[src/rtl/axi_lite_pkg.sv]
// ---------------------------------------------------------------------------
// axi_lite_pkg
//   Shared types for the AXI4-Lite register slave: response codes, the two
//   channel FSM state encodings and the byte-offset helper used for decode.
// ---------------------------------------------------------------------------
package axi_lite_pkg;

  typedef enum logic [1:0] {
    OKAY   = 2'b00,
    SLVERR = 2'b10
  } resp_t;

  typedef enum logic {
    WR_IDLE,
    WR_RESP
  } wr_state_t;

  typedef enum logic {
    RD_IDLE,
    RD_RESP
  } rd_state_t;

  // Number of address bits that select a byte inside one data word.
  function automatic int calc_addr_lsb(input int data_width);
    return $clog2(data_width / 8);
  endfunction

endpackage

[src/rtl/axi_lite_if.sv]
// ---------------------------------------------------------------------------
// axi_lite_if
//   AXI4-Lite AW/W/B/AR/R channel bundle.
//   Ports : ACLK, ARESETn (carried for masters that want them; the slave in
//           this codebase is clocked and reset through its own scalar ports).
//   Modports: master (drives addresses/data/ready-for-response),
//             slave  (drives channel readies and responses).
// ---------------------------------------------------------------------------
interface axi_lite_if #(
  parameter int DATA_WIDTH    = 32,
  parameter int ADDRESS_WIDTH = 32
) (
  input logic ACLK,
  input logic ARESETn
);

  logic [ADDRESS_WIDTH-1:0]  AWADDR;
  logic [2:0]                AWPROT;
  logic                      AWVALID;
  logic                      AWREADY;

  logic [DATA_WIDTH-1:0]     WDATA;
  logic [DATA_WIDTH/8-1:0]   WSTRB;
  logic                      WVALID;
  logic                      WREADY;

  logic [1:0]                BRESP;
  logic                      BVALID;
  logic                      BREADY;

  logic [ADDRESS_WIDTH-1:0]  ARADDR;
  logic [2:0]                ARPROT;
  logic                      ARVALID;
  logic                      ARREADY;

  logic [DATA_WIDTH-1:0]     RDATA;
  logic [1:0]                RRESP;
  logic                      RVALID;
  logic                      RREADY;

  modport master (
    input  ACLK, ARESETn,
    output AWADDR, AWPROT, AWVALID, input AWREADY,
    output WDATA, WSTRB, WVALID,    input WREADY,
    input  BRESP, BVALID,           output BREADY,
    output ARADDR, ARPROT, ARVALID, input ARREADY,
    input  RDATA, RRESP, RVALID,    output RREADY
  );

  modport slave (
    input  ACLK, ARESETn,
    input  AWADDR, AWPROT, AWVALID, output AWREADY,
    input  WDATA, WSTRB, WVALID,    output WREADY,
    output BRESP, BVALID,           input BREADY,
    input  ARADDR, ARPROT, ARVALID, output ARREADY,
    output RDATA, RRESP, RVALID,    input RREADY
  );

endinterface

[src/rtl/axi4_lite_reg_bank.sv]
// ---------------------------------------------------------------------------
// axi4_lite_reg_bank
//   Register storage behind the AXI4-Lite slave.
//   Words 0..NUM_RO-1 are live views of ro_status_i; the rest are RW flops
//   written with per-byte strobes.
//   Ports : ACLK, ARESET (async, active high)
//           wr_en/wr_idx/wr_data/wr_strb  - commit request from the write FSM
//           wr_ok                         - wr_idx addresses an RW word
//           rd_idx -> rd_data, rd_ok      - combinational read mux (0 if out of range)
//           ro_status_i                   - read-only word sources, word 0 at LSBs
//           regs_o                        - flattened bank contents
//           wr_pulse_o                    - one-cycle strobe after a committed write
// ---------------------------------------------------------------------------
module axi4_lite_reg_bank #(
  parameter int DATA_WIDTH = 32,
  parameter int NUM_REGS   = 8,
  parameter int NUM_RO     = 2,
  parameter int IDX_W      = 30
) (
  input  logic                           ACLK,
  input  logic                           ARESET,
  input  logic                           wr_en,
  input  logic [IDX_W-1:0]               wr_idx,
  input  logic [DATA_WIDTH-1:0]          wr_data,
  input  logic [DATA_WIDTH/8-1:0]        wr_strb,
  output logic                           wr_ok,
  input  logic [IDX_W-1:0]               rd_idx,
  output logic [DATA_WIDTH-1:0]          rd_data,
  output logic                           rd_ok,
  input  logic [NUM_RO*DATA_WIDTH-1:0]   ro_status_i,
  output logic [NUM_REGS*DATA_WIDTH-1:0] regs_o,
  output logic [NUM_REGS-1:0]            wr_pulse_o
);

  localparam int NB = DATA_WIDTH / 8;

  logic [NUM_REGS*DATA_WIDTH-1:0] bank_flat;
  logic [NUM_REGS-1:0]            pulse_d;

  // The index carries every address bit above the byte offset, so addresses
  // past the bank are rejected instead of aliasing onto low words.
  assign wr_ok = (wr_idx >= IDX_W'(NUM_RO)) && (wr_idx < IDX_W'(NUM_REGS));
  assign rd_ok = (rd_idx < IDX_W'(NUM_REGS));

  for (genvar i = 0; i < NUM_REGS; i++) begin : g_word
    if (i < NUM_RO) begin : g_ro
      assign bank_flat[i*DATA_WIDTH +: DATA_WIDTH] = ro_status_i[i*DATA_WIDTH +: DATA_WIDTH];
    end else begin : g_rw
      logic [DATA_WIDTH-1:0] word_q;
      logic                  hit;

      assign hit = wr_en && (wr_idx == IDX_W'(i));

      // NOTE: the control words drive hardware directly, so every RW word is
      // reset explicitly; this bank is flops, not a RAM macro.
      always_ff @(posedge ACLK or posedge ARESET) begin
        if (ARESET) begin
          word_q <= '0;
        end else if (hit) begin
          for (int b = 0; b < NB; b++) begin
            if (wr_strb[b]) word_q[b*8 +: 8] <= wr_data[b*8 +: 8];
          end
        end
      end

      assign bank_flat[i*DATA_WIDTH +: DATA_WIDTH] = word_q;
    end
  end

  // NOTE: every variable written in always_comb gets a default first, so no
  // path through the block can leave it holding a value (no latch).
  always_comb begin
    pulse_d = '0;
    for (int i = 0; i < NUM_REGS; i++) begin
      pulse_d[i] = wr_en && wr_ok && (wr_idx == IDX_W'(i));
    end
  end

  // NOTE: sequential state uses non-blocking assignments so all flops sample
  // pre-edge values regardless of process ordering.
  always_ff @(posedge ACLK or posedge ARESET) begin
    if (ARESET) wr_pulse_o <= '0;
    else        wr_pulse_o <= pulse_d;
  end

  always_comb begin
    rd_data = '0;
    for (int i = 0; i < NUM_REGS; i++) begin
      if (rd_idx == IDX_W'(i)) rd_data = bank_flat[i*DATA_WIDTH +: DATA_WIDTH];
    end
  end

  assign regs_o = bank_flat;

endmodule

[src/rtl/axi4_lite_slave.sv]
// ---------------------------------------------------------------------------
// axi4_lite_slave
//   AXI4-Lite responder in front of axi4_lite_reg_bank. Holds only the write
//   and read channel FSMs; they run concurrently.
//   Ports : ACLK, ARESET (async, active high)
//           axi         - AXI4-Lite slave modport (PROT ignored)
//           ro_status_i - live values for the read-only words, word 0 at LSBs
//           regs_o      - current bank contents
//           wr_pulse_o  - per-word strobe the cycle after a committed write
// ---------------------------------------------------------------------------
module axi4_lite_slave
  import axi_lite_pkg::*;
#(
  parameter int DATA_WIDTH    = 32,
  parameter int ADDRESS_WIDTH = 32,
  parameter int NUM_REGS      = 8,
  parameter int NUM_RO        = 2
) (
  input  logic                           ACLK,
  input  logic                           ARESET,
  axi_lite_if.slave                      axi,
  input  logic [NUM_RO*DATA_WIDTH-1:0]   ro_status_i,
  output logic [NUM_REGS*DATA_WIDTH-1:0] regs_o,
  output logic [NUM_REGS-1:0]            wr_pulse_o
);

  localparam int ADDR_LSB = calc_addr_lsb(DATA_WIDTH);
  localparam int IDX_W    = ADDRESS_WIDTH - ADDR_LSB;
  localparam int STRB_W   = DATA_WIDTH / 8;

  // ---------------- write channel ----------------
  wr_state_t             wr_state, wr_state_d;
  logic                  aw_got, w_got;
  logic [IDX_W-1:0]      aw_idx_q;
  logic [DATA_WIDTH-1:0] w_data_q;
  logic [STRB_W-1:0]     w_strb_q;
  resp_t                 bresp_q;
  logic                  awready, wready, bvalid;
  logic                  aw_hs, w_hs, wr_commit, wr_ok;
  logic [IDX_W-1:0]      wr_idx;
  logic [DATA_WIDTH-1:0] wr_data;
  logic [STRB_W-1:0]     wr_strb;

  // ---------------- read channel -----------------
  rd_state_t             rd_state, rd_state_d;
  logic [DATA_WIDTH-1:0] rdata_q, rd_data;
  resp_t                 rresp_q;
  logic                  arready, rvalid, ar_hs, rd_ok;

  assign aw_hs = axi.AWVALID && axi.AWREADY;
  assign w_hs  = axi.WVALID  && axi.WREADY;
  assign ar_hs = axi.ARVALID && axi.ARREADY;

  // The second of AW/W commits on its own handshake edge, so the bank is fed
  // live bus values for whichever half is arriving now.
  assign wr_commit = (wr_state == WR_IDLE) && (aw_got || aw_hs) && (w_got || w_hs);
  assign wr_idx    = aw_got ? aw_idx_q : axi.AWADDR[ADDR_LSB +: IDX_W];
  assign wr_data   = w_got  ? w_data_q : axi.WDATA;
  assign wr_strb   = w_got  ? w_strb_q : axi.WSTRB;

  always_ff @(posedge ACLK or posedge ARESET) begin
    if (ARESET) wr_state <= WR_IDLE;
    else        wr_state <= wr_state_d;
  end

  always_comb begin
    wr_state_d = wr_state;
    awready    = 1'b0;
    wready     = 1'b0;
    bvalid     = 1'b0;
    case (wr_state)
      WR_IDLE: begin
        awready = !aw_got;
        wready  = !w_got;
        if (wr_commit) wr_state_d = WR_RESP;
      end
      WR_RESP: begin
        bvalid = 1'b1;
        if (axi.BREADY) wr_state_d = WR_IDLE;
      end
      default: wr_state_d = WR_IDLE;
    endcase
  end

  always_ff @(posedge ACLK or posedge ARESET) begin
    if (ARESET) begin
      aw_got   <= 1'b0;
      w_got    <= 1'b0;
      aw_idx_q <= '0;
      w_data_q <= '0;
      w_strb_q <= '0;
      bresp_q  <= OKAY;
    end else if (wr_state == WR_IDLE) begin
      if (wr_commit) begin
        aw_got  <= 1'b0;
        w_got   <= 1'b0;
        bresp_q <= wr_ok ? OKAY : SLVERR;
      end else begin
        if (aw_hs) begin
          aw_got   <= 1'b1;
          aw_idx_q <= axi.AWADDR[ADDR_LSB +: IDX_W];
        end
        if (w_hs) begin
          w_got    <= 1'b1;
          w_data_q <= axi.WDATA;
          w_strb_q <= axi.WSTRB;
        end
      end
    end
  end

  // Readies are masked by reset so nothing looks acceptable while it is held.
  assign axi.AWREADY = awready && !ARESET;
  assign axi.WREADY  = wready  && !ARESET;
  assign axi.BVALID  = bvalid;
  assign axi.BRESP   = bresp_q;

  always_ff @(posedge ACLK or posedge ARESET) begin
    if (ARESET) rd_state <= RD_IDLE;
    else        rd_state <= rd_state_d;
  end

  always_comb begin
    rd_state_d = rd_state;
    arready    = 1'b0;
    rvalid     = 1'b0;
    case (rd_state)
      RD_IDLE: begin
        arready = 1'b1;
        if (axi.ARVALID) rd_state_d = RD_RESP;
      end
      RD_RESP: begin
        rvalid = 1'b1;
        if (axi.RREADY) rd_state_d = RD_IDLE;
      end
      default: rd_state_d = RD_IDLE;
    endcase
  end

  // Sampled on the AR edge: a write committing on the same edge is not yet
  // visible, so the read returns the pre-write word.
  always_ff @(posedge ACLK or posedge ARESET) begin
    if (ARESET) begin
      rdata_q <= '0;
      rresp_q <= OKAY;
    end else if (ar_hs) begin
      rdata_q <= rd_data;
      rresp_q <= rd_ok ? OKAY : SLVERR;
    end
  end

  assign axi.ARREADY = arready && !ARESET;
  assign axi.RVALID  = rvalid;
  assign axi.RDATA   = rdata_q;
  assign axi.RRESP   = rresp_q;

  axi4_lite_reg_bank #(
    .DATA_WIDTH (DATA_WIDTH),
    .NUM_REGS   (NUM_REGS),
    .NUM_RO     (NUM_RO),
    .IDX_W      (IDX_W)
  ) u_bank (
    .ACLK        (ACLK),
    .ARESET      (ARESET),
    .wr_en       (wr_commit),
    .wr_idx      (wr_idx),
    .wr_data     (wr_data),
    .wr_strb     (wr_strb),
    .wr_ok       (wr_ok),
    .rd_idx      (axi.ARADDR[ADDR_LSB +: IDX_W]),
    .rd_data     (rd_data),
    .rd_ok       (rd_ok),
    .ro_status_i (ro_status_i),
    .regs_o      (regs_o),
    .wr_pulse_o  (wr_pulse_o)
  );

  // Byte-offset bits, PROT and the interface's own clock/reset are
  // intentionally ignored.
  logic unused_ok;
  assign unused_ok = ^{axi.ACLK, axi.ARESETn, axi.AWPROT, axi.ARPROT,
                       axi.AWADDR[ADDR_LSB-1:0], axi.ARADDR[ADDR_LSB-1:0]};

endmodule

[src/flat_wrapper.sv]
// flat-port wrapper written by rule: the top's interface ports become plain ports
module axi4_lite_slave_flat import axi_lite_pkg::*;
#(
  parameter int DATA_WIDTH    = 32,
  parameter int ADDRESS_WIDTH = 32,
  parameter int NUM_REGS      = 8,
  parameter int NUM_RO        = 2
)
  (ACLK, ARESET, ro_status_i, regs_o, wr_pulse_o, ARESETn, axi_AWADDR, axi_AWPROT, axi_AWVALID, axi_AWREADY, axi_WDATA, axi_WSTRB, axi_WVALID, axi_WREADY, axi_BRESP, axi_BVALID, axi_BREADY, axi_ARADDR, axi_ARPROT, axi_ARVALID, axi_ARREADY, axi_RDATA, axi_RRESP, axi_RVALID, axi_RREADY);
  axi_lite_if #(.DATA_WIDTH(DATA_WIDTH), .ADDRESS_WIDTH(ADDRESS_WIDTH)) axi_i (.ACLK(ACLK), .ARESETn(ARESETn));
  input  logic ACLK;
  input  logic ARESET;
  input  logic [NUM_RO*DATA_WIDTH-1:0] ro_status_i;
  output logic [NUM_REGS*DATA_WIDTH-1:0] regs_o;
  output logic [NUM_REGS-1:0] wr_pulse_o;
  input wire logic ARESETn;
  input wire logic [$bits(axi_i.AWADDR)-1:0] axi_AWADDR;
  input wire logic [$bits(axi_i.AWPROT)-1:0] axi_AWPROT;
  input wire logic [$bits(axi_i.AWVALID)-1:0] axi_AWVALID;
  output wire logic [$bits(axi_i.AWREADY)-1:0] axi_AWREADY;
  input wire logic [$bits(axi_i.WDATA)-1:0] axi_WDATA;
  input wire logic [$bits(axi_i.WSTRB)-1:0] axi_WSTRB;
  input wire logic [$bits(axi_i.WVALID)-1:0] axi_WVALID;
  output wire logic [$bits(axi_i.WREADY)-1:0] axi_WREADY;
  output wire logic [$bits(axi_i.BRESP)-1:0] axi_BRESP;
  output wire logic [$bits(axi_i.BVALID)-1:0] axi_BVALID;
  input wire logic [$bits(axi_i.BREADY)-1:0] axi_BREADY;
  input wire logic [$bits(axi_i.ARADDR)-1:0] axi_ARADDR;
  input wire logic [$bits(axi_i.ARPROT)-1:0] axi_ARPROT;
  input wire logic [$bits(axi_i.ARVALID)-1:0] axi_ARVALID;
  output wire logic [$bits(axi_i.ARREADY)-1:0] axi_ARREADY;
  output wire logic [$bits(axi_i.RDATA)-1:0] axi_RDATA;
  output wire logic [$bits(axi_i.RRESP)-1:0] axi_RRESP;
  output wire logic [$bits(axi_i.RVALID)-1:0] axi_RVALID;
  input wire logic [$bits(axi_i.RREADY)-1:0] axi_RREADY;
  assign axi_i.AWADDR = axi_AWADDR;
  assign axi_i.AWPROT = axi_AWPROT;
  assign axi_i.AWVALID = axi_AWVALID;
  assign axi_AWREADY = axi_i.AWREADY;
  assign axi_i.WDATA = axi_WDATA;
  assign axi_i.WSTRB = axi_WSTRB;
  assign axi_i.WVALID = axi_WVALID;
  assign axi_WREADY = axi_i.WREADY;
  assign axi_BRESP = axi_i.BRESP;
  assign axi_BVALID = axi_i.BVALID;
  assign axi_i.BREADY = axi_BREADY;
  assign axi_i.ARADDR = axi_ARADDR;
  assign axi_i.ARPROT = axi_ARPROT;
  assign axi_i.ARVALID = axi_ARVALID;
  assign axi_ARREADY = axi_i.ARREADY;
  assign axi_RDATA = axi_i.RDATA;
  assign axi_RRESP = axi_i.RRESP;
  assign axi_RVALID = axi_i.RVALID;
  assign axi_i.RREADY = axi_RREADY;
  axi4_lite_slave #(.DATA_WIDTH(DATA_WIDTH), .ADDRESS_WIDTH(ADDRESS_WIDTH), .NUM_REGS(NUM_REGS), .NUM_RO(NUM_RO)) u_core (.ACLK(ACLK), .ARESET(ARESET), .axi(axi_i), .ro_status_i(ro_status_i), .regs_o(regs_o), .wr_pulse_o(wr_pulse_o));
endmodule
[config.mk]
export PLATFORM = sky130hd
export DESIGN_NAME = axi4_lite_slave_flat
export DESIGN_NICKNAME = d
export VERILOG_FILES = /design/src/rtl/axi_lite_pkg.sv /design/src/rtl/axi_lite_if.sv /design/src/rtl/axi4_lite_reg_bank.sv /design/src/rtl/axi4_lite_slave.sv /design/src/flat_wrapper.sv
export SDC_FILE = /design/constraint.sdc
export NUM_CORES = 1
export LEC_CHECK = 0
export CAP_MARGIN = 20
export CELL_PAD_IN_SITES_DETAIL_PLACEMENT = 1
export CELL_PAD_IN_SITES_GLOBAL_PLACEMENT = 1
export CORE_UTILIZATION = 36
export CTS_CLUSTER_DIAMETER = 50
export DETAILED_ROUTE_END_ITERATION = 6
export PLACE_DENSITY = 0.88
export RECOVER_POWER = 100
export SETUP_SLACK_MARGIN = 0.05
export SLEW_MARGIN = 20
export SYNTH_ARGS = -nofsm -noshare
export SYNTH_HDL_FRONTEND = slang
export SYNTH_SLANG_ARGS = --single-unit
[constraint.sdc]
create_clock -name ACLK -period 12.9 [get_ports ACLK]
set_clock_uncertainty 0.1 [all_clocks]
set_input_delay 1.935 -clock ACLK [delete_from_list [all_inputs] [get_ports ACLK]]
set_output_delay 1.935 -clock ACLK [all_outputs]
set_load 0.05 [all_outputs]
Yosys cells after proc, flatten, opt, wreduce, memory -nomap -nowiden
Cells that the tools add are included.

Register bits after elaboration: 306. Input port bits: 178. Output and inout bits: 305. Logic and storage cells: 145.

Magnitude comparators: 3. Equality and inequality tests: 14. Multiplexer cells: 28. Bitwise logic cells: 3. Reductions and logical operators: 62.

Operator list (number): 2-to-1 mux 32 bit (9); == test 30 x 3 -> 1 bit, second input constant (8); == test 30 x 2 -> 1 bit, second input constant (4); == test 30 x 1 -> 1 bit, second input constant (2); logical NOT 30 bit (2); < comparator 30 x 4 -> 1 bit, second input constant (2); AND reduction 2 bit (27); >= comparator 30 x 2 -> 1 bit, second input constant (1); 2-to-1 mux 30 bit (1); logical AND 1 bit (24); 2-to-1 mux 1 bit (13); AND reduction 3 bit (2); 2-to-1 mux 2 bit (2); 2-to-1 mux 4 bit (1); one-hot mux 1 bit (2 select lines) (2); nonzero test 2 bit (2); logical NOT 1 bit (3); inverter 1 bit (3); logical OR 1 bit (2).

Depth between registers and ports, before layout
Gate-level depths: netlist (run 1).

Depth in word-level cells: 9. Gate-level depth with buffers: 9. Gate-level depth less buffers: 6.

Cells and area by module
From an unflattened synthesis (run 1), not the netlist that was laid out.

Cells, all modules: 1186. Area total of the unflattened synthesis: 15645.0 um2.

By module, submodules not included: axi4_lite_reg_bank (times used 1, cells each 869, area each 10664.0 um2, seq. area each 5004.8 um2); axi4_lite_slave (times used 1, cells each 317, area each 4981.0 um2, seq. area each 2602.5 um2).

Least setup slack after synthesis (run 1)
OpenSTA, ideal clock, no wires.

Kind: input port to output port. Start: input ARESET. End: output axi_AWREADY. Data arrival time: 3.011 ns. Slack: 7.854 ns. Stages on the path: 1. Path through: nor3_1.

Cells in the longest elaborated chain, start to end: 2.

RTL lines: start, declared (line flat_wrapper.sv:12) `input logic ARESET;`; logical NOT 1 bit (no source line); logical AND 1 bit (line axi4_lite_slave.sv:113) `assign axi.AWREADY = awready && !ARESET;`; end, declared (line flat_wrapper.sv:20) `output wire logic [$bits(axi_i.AWREADY)-1:0] axi_AWREADY;`.

Every way passes these cells.

==> impl_metrics.py, run 1 <==
metrics = {
    "status": {
        "status": "finished with violations",
        "violations": "max-capacitance violations, max-slew violations",
    },
    "timing": {
        "maxSlewHeadroom": -1.51,
        "setup_viol": 0,
        "max_freq_ghz": 0.128,
        "slew_violations": 223,
        "finalWorstPathRequiredPeriod_ns": 7.81,
        "worst_pin_slew_ns": 3.75,
        "hold_viol_final": 0,
        "rsz0062_at_grt": "false",
        "post-route-period-util": 0.605,
        "fin_tns_setup_ns": 0,
    },
    "critical_path": {
        "start_kind": "primary input",
        "crit_slowest_cell": "clkbuf_1",
        "r2r_slack_ns": 8.44,
        "reg2reg_to": "u_core.u_bank.g_word[5].g_rw.word_q[20]$_DFFE_PP0P_",
        "critPathKind": "in -> async",
        "slowest_delay_ns": 2.57,
        "r2r_cells": 6,
        "end_kind": "asynchronous set/reset pin",
        "cp.required_ns": 13.38,
        "cp_max_fo": 86,
        "worst-endpoint-arrival_ns": 8.29,
        "path_cells": "dlygate4sd3_1, clkinvlp_2, clkbuf_1, buf_6",
        "r2r-start": "u_core.aw_got$_DFFE_PP0P_",
    },
    "drt": {
        "drtPass1Iterations": 5,
        "vias": 12400,
        "wl_per_cell_um": 28.5,
        "drc": 0,
        "routed_wl_um": 61400,
        "drt-initial-drc-count": 638,
        "antenna_left": 0,
        "vias_per_cell": 5.73,
    },
    "grt": {
        "grt_pass1_vias": 13800,
        "antenna_found_initial": 5,
        "grt_max_degree": 87,
        "grt.met2_usage": 0.513,
        "grt_usage": 0.293,
        "grt_first_pass_wirelength_um": 90300,
        "use_met3": 0.0615,
        "gr-usage-met1": 0.334,
        "top_usage_layer": "met2",
        "grt-ovfl-total": 0,
    },
    "finish": {
        "drive_above_1_share": 0.257,
        "final_cell_mix": "mux2_2 (316), dlygate4sd3_1 (307), dfrtp_1 (303)",
        "layout_commonest_cell": "mux2_2",
        "final_util": 0.520,
        "area_growth_pct": 41.4,
        "final_nets": 1773,
    },
    "min_path": {
        "hp-class": "reg -> reg",
        "holdPathEnd": "u_core.axi.RRESP[1]$_DFFE_PP0P_",
        "whs_path_depth": 2,
        "worstHoldStart": "u_core.axi.RRESP[1]$_DFFE_PP0P_",
    },
    "yosys": {
        "synth_ff_type": "dfrtp_1",
        "ys_seq_area_frac": 0.517,
        "synth_fa_ha_area_frac": 0,
        "ys_ff_latch": 304,
        "synth_xor_area_frac": 0,
        "synth_compound_area_frac": 0.0870,
        "synthSimpleGateAreaFrac": 0.0854,
        "muxShareOfSynthArea": 0.253,
        "synth_top_family_by_area": "multiplexers",
        "synthesis.area_um2": 14700,
        "ys_types": 58,
        "syn_avg_cell_area_um2": 12.3,
        "yosysWarnings": 0,
        "synthCells": 1197,
        "synthArstFlopShare": 1.00,
        "synth_edf_count": 0,
    },
    "floorplan": {
        "die_h_um": 204,
        "dieArea_um2": 41700,
        "io_pins": 483,
        "rows": 73,
        "initial_utilization": 0.368,
        "die_width_um": 204,
        "core_um2": 40000,
    },
    "clock_tree": {
        "clk_pin_slew_ns": 0.06,
        "cts_made_buffers": 40,
        "htree_levels": 2,
        "postCtsHoldBufs": 0,
        "post_cts_buffers": 0,
        "cts_resized": 0,
        "cts_root_buf": "clkbuf_16",
        "cts.sinks": 304,
        "cts_buffer_depth": 3,
        "cts_tree": "done",
        "clkLatencyLatePin_ns": 0.55,
    },
    "power_and_ir_drop": {
        "powerDensity_nw_per_um2": 148,
        "peakVddDrop_v": 0.000106,
        "power.leakage_nw": 9.72,
    },
    "flow_run": {
        "maxCapViolCount": 5,
    },
    "placed_design": {
        "dp_hpwl_um": 41300,
        "gp_congestion": 0.848,
        "place.port_buffers": 469,
    },
}
==> per-stage QoR <==
step / hold slack, ns / worst slack, ns / instance area, um^2 / std cells / power, mW
2_1_floorplan: 0.370 / 2.46 / 14700 / 1200 / 1.65
6_report: 0.385 / 5.09 / 20800 / 2157 / 3.07
5_1_grt: 0.410 / 3.93 / 20800 / 2156 / 3.19
3_3_place_gp: 0.370 / 7.15 / 19400 / 2077 / 1.87
4_1_cts: 0.400 / 7.14 / 20800 / 2150 / 3.11
3_5_place_dp: 0.386 / 6.96 / 19400 / 2077 / 1.92
==> cell type report <==
cell class,count,area (um^2)
well taps,525,657
clock inverters,22,324
clock buffers,51,1090
multi-input cells,754,6290
fillers,4122,19200
diodes,6,15.0
flip-flops and latches,304,7610
inverters,8,31.3
repair buffers,487,4800
==> metal layers <==
layer | vias to the layer above | share of wire | wire [um]
li1 | 5202 | - | -
met1 | 6387 | 0.37 | 23000
met2 | 598 | 0.51 | 31100
met3 | 179 | 0.070 | 4290
met4 | 0 | 0.050 | 3060
met5 | - | 0 | 0
==> flip-flops by register name, indices dropped and copies added, names as in the netlist <==
register / flops
u_core.aw_got: 1
u_core.aw_idx_q: 30
u_core.axi.BRESP: 1
u_core.axi.RDATA: 32
u_core.axi.RRESP: 1
u_core.rd_state: 1
u_core.u_bank.g_word.g_rw.word_q: 192
u_core.u_bank.wr_pulse_o: 8
u_core.w_data_q: 32
u_core.w_got: 1
u_core.w_strb_q: 4
u_core.wr_state: 1
==> where the power goes <==
part           switching, mW  internal [mW]
combinational          0.432          0.286
clock                  0.449          0.729
sequential            0.0892           1.09
==> worst max path at each step <==
stage	start	end
floorplan	ARESET	u_core.aw_got$_DFFE_PP0P_
global placement	ARESET	axi_ARREADY
detailed placement	axi_ARADDR[10]	u_core.axi.RDATA[30]$_DFFE_PP0P_
CTS	ARESET	axi_ARREADY
global route	ARESET	u_core.u_bank.g_word[3].g_rw.word_q[5]$_DFFE_PP0P_
finish	ARESET	u_core.u_bank.g_word[5].g_rw.word_q[14]$_DFFE_PP0P_
==> cells by family (layout without fill, tap and decap cells) <==
kind of cell,Yosys count,count (layout)
simple gates,234,234
compound gates,187,187
other cells,1,10
buf+inv,142,568
flops,304,304
mux,329,329
==> critical path, delay by kind of cell <==
| family | cells | cell delay (ns) |
|---|---|---|
| buffers and inverters | 4 | 6.20 |
==> Yosys cell counts, drive strengths merged, types with 3 or more instances <==
library cell	n	area share
clkbuf	43	0.011
a22o	6	0.0036
inv	8	0.0020
or4	5	0.0033
a221oi	3	0.0018
a31oi	28	0.012
nor4	18	0.0091
nand4b	4	0.0024
or3	26	0.011
nor2b	13	0.0055
a21oi	35	0.012
a222oi	3	0.0020
nor3	15	0.0059
nor2	44	0.011
o221ai	27	0.016
mux2i	4	0.0027
nand2	55	0.014
buf	91	0.045
a22oi	3	0.0015
a211o	27	0.016
dfrtp	304	0.52
nand2b	3	0.0013
nand3	24	0.0082
or2	5	0.0021
nor3b	4	0.0020
mux2	323	0.25
nand3b	6	0.0031
o21ai	42	0.015
(Power assumes the default switching activity.)
==> inputs of run 2 (changes only) <==
clock period = 7.5 ns   (was 12.9 ns; I/O delays follow)
==> run 2 against run 1 <==
Compared with the run above:
- the run still ends with max-capacitance violations, max-slew violations left
- count of clock-buffer cells in the layout decreased by 1
- clock power increased by 67%
- first-iteration DRC count increased by 6.4%
- global-route usage decreased by 0.91 points
- register-to-register slack got worse by 5.3 ns
- via count decreased by 0.37%
- worst hold slack improved by 0.015 ns
- utilization about the same
- non-clock buffer count increased by 1
- cell count about the same
- critical path type is now in -> reg
- largest cell class unchanged
- largest power group unchanged
- highest routed layer unchanged
==> impl_metrics.py, run 2 (same netlist as run 1, synthesis figures left out) <==
metrics = {
    "status": {
        "violations": "max-capacitance violations, max-slew violations",
        "status": "finished with violations",
    },
    "min_path": {
        "hp-class": "reg -> reg",
        "whs_path_depth": 1,
    },
    "finish": {
        "area_growth_pct": 41.3,
        "largest_register_ffs": 192,
        "layout_commonest_cell": "mux2_2",
        "final_nets": 1775,
        "drive_above_1_share": 0.258,
        "regMostFlops": "u_core.u_bank.g_word.g_rw.word_q",
        "final_cell_mix": "mux2_2 (318), dlygate4sd3_1 (307), dfrtp_1 (303)",
        "stdcell_area_um2": 20800,
    },
    "critical_path": {
        "path_cells": "dlygate4sd3_1, nor4_1, nand4_1, nor4_1, clkbuf_1, o221ai_1, a211o_1, a31oi_1",
        "cp_max_fo": 29,
        "slowest_delay_ns": 1.60,
        "cp_common_cell": "nor4_1",
        "r2r_cells": 6,
        "start_kind": "primary input",
        "cp.required_ns": 7.85,
        "end_kind": "flip-flop",
        "worst-endpoint-arrival_ns": 6.10,
        "crit_slowest_cell": "clkbuf_1",
        "critPathKind": "in -> reg",
    },
    "timing": {
        "hold_viol_final": 0,
        "slew_violations": 132,
        "timing.hold.ws_ns": 0.400,
        "maxSlewHeadroom": -0.699,
        "post-route-period-util": 0.766,
        "worst_pin_slew_ns": 2.55,
        "fin_tns_setup_ns": 0,
        "setup_viol": 0,
        "rsz0062_at_grt": "false",
        "setup_ws_ns": 1.76,
        "max_freq_ghz": 0.174,
        "finalWorstPathRequiredPeriod_ns": 5.74,
    },
    "clock_tree": {
        "clkLatencyLatePin_ns": 0.56,
        "cts.sinks": 304,
        "cts_made_buffers": 41,
        "htree_levels": 2,
        "clk_pin_slew_ns": 0.06,
        "cts_buffer_depth": 3,
        "post_cts_buffers": 0,
        "cts_tree": "done",
        "postCtsHoldBufs": 0,
        "cts_resized": 0,
        "cts_root_buf": "clkbuf_16",
    },
    "placed_design": {
        "placed_cell_area_um2": 19400,
        "place.port_buffers": 469,
        "dp_hpwl_um": 40500,
        "pre_cts_ws_ns": 2.72,
        "gp_congestion": 0.868,
    },
    "floorplan": {
        "initial_utilization": 0.368,
        "io_pins": 483,
        "die_width_um": 204,
        "dieArea_um2": 41700,
        "die_h_um": 204,
        "core_um2": 40000,
        "rows": 73,
    },
    "drt": {
        "drtPass1Iterations": 5,
        "vias": 12300,
        "routed_wl_um": 59600,
        "drc": 0,
        "wl_per_cell_um": 27.6,
        "drt-initial-drc-count": 679,
        "vias_per_cell": 5.71,
        "antenna_left": 0,
    },
    "power_and_ir_drop": {
        "powerDensity_nw_per_um2": 251,
        "fin_total_pwr_mw": 5.23,
        "peakVddDrop_v": 0.000171,
        "power.leakage_nw": 9.71,
    },
    "grt": {
        "antenna_found_initial": 4,
        "grt_pass1_vias": 13400,
        "grt_first_pass_wirelength_um": 87700,
        "grt-ovfl-total": 0,
        "grt_usage": 0.284,
        "grt_max_degree": 179,
    },
    "flow_run": {
        "maxCapViolCount": 5,
    },
}
run 2: per-stage QoR:
stage                      util  std cells
after global routing      0.520       2154
after detailed placement  0.486       2078
after global placement    0.486       2078
after CTS                 0.520       2149
final                     0.520       2156
after floorplan               -       1200
run 2: report_power, final:
group          leakage [nW]  switching [mW]  internal (mW)
Clock                 0.668           0.777           1.20
Sequential             4.04           0.154           1.87
Combinational          5.00           0.736          0.492
run 2: worst paths after layout:
path / start / endpoint / slack, ns
min reg2reg: u_core.w_strb_q[0]$_DFFE_PP0P_ / u_core.w_strb_q[0]$_DFFE_PP0P_ / 0.40
min in group asynchronous: ARESET / u_core.w_data_q[31]$_DFFE_PP0P_ / 1.52
min: u_core.w_strb_q[0]$_DFFE_PP0P_ / u_core.w_strb_q[0]$_DFFE_PP0P_ / 0.40
max in group asynchronous: ARESET / u_core.aw_idx_q[15]$_DFFE_PP0P_ / 3.69
max reg2reg: u_core.aw_got$_DFFE_PP0P_ / u_core.u_bank.g_word[6].g_rw.word_q[16]$_DFFE_PP0P_ / 3.13
max: axi_ARADDR[28] / u_core.axi.RDATA[25]$_DFFE_PP0P_ / 1.76
run 2: layer usage:
layer / global-route usage / share of wire / vias up / routed length [um]
met3: 0.0547 / 0.064 / 140 / 3820
met4: 0.128 / 0.040 / 0 / 2410
met5: 0 / 0 / - / 0
li1: - / - / 5180 / -
met2: 0.491 / 0.51 / 558 / 30200
met1: 0.342 / 0.39 / 6442 / 23200
run 2: area by class of cell:
type	instances	area [um^2]
inverter	8	31.3
clock inverter	21	272
clock buffer	50	1100
antenna	6	15.0
fill	4117	19200
timing repair buffer	488	4840
multi-input combinational	754	6290
sequential	304	7610
tap	525	657
run 2: critical path: cells and delay by family:
family	cells	cell delay, ns
AOI/OAI and AO/OA	3	1.24
and+or+nand+nor	3	1.53
buffers and inverters	2	2.19
==> inputs of run 3 (changes only) <==
CORE_UTILIZATION = 33   (was 36)
PLACE_DENSITY = 0.85   (was 0.88)
clock period = 4.85 ns   (was 7.5 ns; I/O delays follow)
==> run 3 against run 2 <==
Compared with the run above:
- the run still ends with max-capacitance violations, max-slew violations left
- sequential share of layout area shrank 0.34 points
- count of clock-buffer cells in the layout grew 7
- utilization shrank 4.4 points
- via count shrank 0.37%
- critical path type is now reg -> reg
==> impl_metrics.py, run 3 (same netlist as run 1, synthesis figures left out) <==
metrics = {
    "finish": {
        "final_util": 0.476,
        "drive_above_1_share": 0.263,
        "area_growth_pct": 42.6,
        "multi_input_area_um2": 6290,
        "largest_register_ffs": 192,
        "final_nets": 1783,
        "final_cell_mix": "mux2_2 (318), dlygate4sd3_1 (306), dfrtp_1 (303)",
        "fillers": 4664,
        "seqCellArea_um2": 7610,
        "layout_commonest_cell": "mux2_2",
        "regMostFlops": "u_core.u_bank.g_word.g_rw.word_q",
    },
    "power_and_ir_drop": {
        "fin_total_pwr_mw": 8.24,
        "peakVddDrop_v": 0.000217,
        "power.leakage_nw": 9.77,
        "powerDensity_nw_per_um2": 392,
    },
    "min_path": {
        "whs_path_depth": 2,
        "worstHoldStart": "u_core.axi.RRESP[1]$_DFFE_PP0P_",
        "holdPathEnd": "u_core.axi.RRESP[1]$_DFFE_PP0P_",
        "hp-class": "reg -> reg",
    },
    "clock_tree": {
        "cts.sinks": 304,
        "cts_tree": "done",
        "postCtsHoldBufs": 0,
        "cts_resized": 0,
        "cts_buffer_depth": 3,
        "clk_pin_slew_ns": 0.06,
        "htree_levels": 2,
        "post_cts_buffers": 0,
        "cts_root_buf": "clkbuf_16",
        "clkLatencyLatePin_ns": 0.55,
        "cts_made_buffers": 42,
    },
    "critical_path": {
        "cp_max_fo": 25,
        "r2r_cells": 6,
        "critPathKind": "reg -> reg",
        "crit_slowest_cell": "dfrtp_1",
        "path_cells": "nor4b_1, nand2_1, a221oi_1, and2_1, nand3_1, mux2_1",
        "slowest_delay_ns": 0.86,
        "cp.required_ns": 5.17,
        "worst-endpoint-arrival_ns": 4.37,
        "r2r-start": "u_core.aw_got$_DFFE_PP0P_",
        "r2r_slack_ns": 0.79,
        "end_kind": "flip-flop",
        "reg2reg_to": "u_core.u_bank.g_word[7].g_rw.word_q[25]$_DFFE_PP0P_",
        "start_kind": "flip-flop",
    },
    "drt": {
        "vias_per_cell": 5.49,
        "wl_per_cell_um": 27.1,
        "routed_wl_um": 60600,
        "drc": 0,
        "antenna_left": 0,
        "drt-initial-drc-count": 669,
        "vias": 12300,
        "drtPass1Iterations": 6,
    },
    "timing": {
        "finalWorstPathRequiredPeriod_ns": 4.06,
        "worst_pin_slew_ns": 3.03,
        "max_freq_ghz": 0.247,
        "hold_viol_final": 0,
        "post-route-period-util": 0.836,
        "maxSlewHeadroom": -1.02,
        "timing.hold.ws_ns": 0.394,
        "setup_viol": 0,
        "rsz0062_at_grt": "false",
        "slew_violations": 185,
    },
    "grt": {
        "antenna_found_initial": 7,
        "grt_max_degree": 122,
        "grt_usage": 0.264,
        "grt-ovfl-total": 0,
        "grt_first_pass_wirelength_um": 87700,
        "grt_pass1_vias": 13500,
    },
    "placed_design": {
        "gp_congestion": 0.839,
        "dp_hpwl_um": 41700,
        "place.port_buffers": 469,
    },
    "status": {
        "violations": "max-capacitance violations, max-slew violations",
        "status": "finished with violations",
    },
    "flow_run": {
        "maxCapViolCount": 2,
    },
    "floorplan": {
        "rows": 77,
        "initial_utilization": 0.334,
        "io_pins": 483,
        "die_width_um": 213,
        "die_h_um": 213,
        "dieArea_um2": 45500,
        "core_um2": 44100,
    },
}
-- run 3: area by class of cell --
cell class / count / area share
sequential: 304 / 0.362
multi-input combinational: 754 / 0.300
timing repair buffer: 495 / 0.231
clock buffer: 57 / 0.0566
tap: 592 / 0.0353
clock inverter: 17 / 0.0123
inverter: 8 / 0.00149
antenna: 7 / 0.000834
-- run 3: critical path: cells and delay by family, from the launching register on --
family / cells / cell delay (ns)
AO/OA/AOI/OAI: 1 / 0.54
flip-flops: 1 / 0.86
multiplexers: 1 / 0.56
AND/OR/NAND/NOR: 4 / 1.86
-- run 3: worst max path at each step --
stage                                                          end                       from  slack [ns]
2_1_floorplan                            u_core.aw_got$_DFFE_PP0P_                     ARESET       -0.02
3_3_place_gp   u_core.u_bank.g_word[5].g_rw.word_q[10]$_DFFE_PP0P_             axi_AWADDR[25]        0.54
3_5_place_dp    u_core.u_bank.g_word[5].g_rw.word_q[8]$_DFFE_PP0P_             axi_AWADDR[26]        0.38
4_1_cts         u_core.u_bank.g_word[2].g_rw.word_q[4]$_DFFE_PP0P_  u_core.aw_got$_DFFE_PP0P_        0.79
5_1_grt         u_core.u_bank.g_word[4].g_rw.word_q[5]$_DFFE_PP0P_                     ARESET        0.29
6_report       u_core.u_bank.g_word[7].g_rw.word_q[25]$_DFFE_PP0P_  u_core.aw_got$_DFFE_PP0P_        0.79
-- run 3: per-stage QoR --
step / cell area [um^2] / worst slack [ns] / std cells / TNS [ns]
after floorplan: 14700 / -0.0205 / 1200 / -6.23
after global placement: 19600 / 0.540 / 2153 / 0
after detailed placement: 19600 / 0.380 / 2153 / 0
after CTS: 21000 / 0.790 / 2227 / 0
after global routing: 21000 / 0.290 / 2232 / 0
final: 21000 / 0.794 / 2234 / 0
-- run 3: report_power, final --
part           switching, mW  internal (mW)  total, mW
sequential             0.231           2.90       3.13
combinational           1.15          0.758       1.90
clock                   1.17           2.04       3.21
total                   2.55           5.69       8.24
-- run 3: layer usage --
metal | up-vias | global-route usage | part of all wire
met1 | 6371 | 0.319 | 0.39
met3 | 142 | 0.0547 | 0.074
li1 | 5169 | - | -
met4 | 2 | 0.147 | 0.051
met2 | 590 | 0.439 | 0.49
met5 | - | 0 | 0.00021
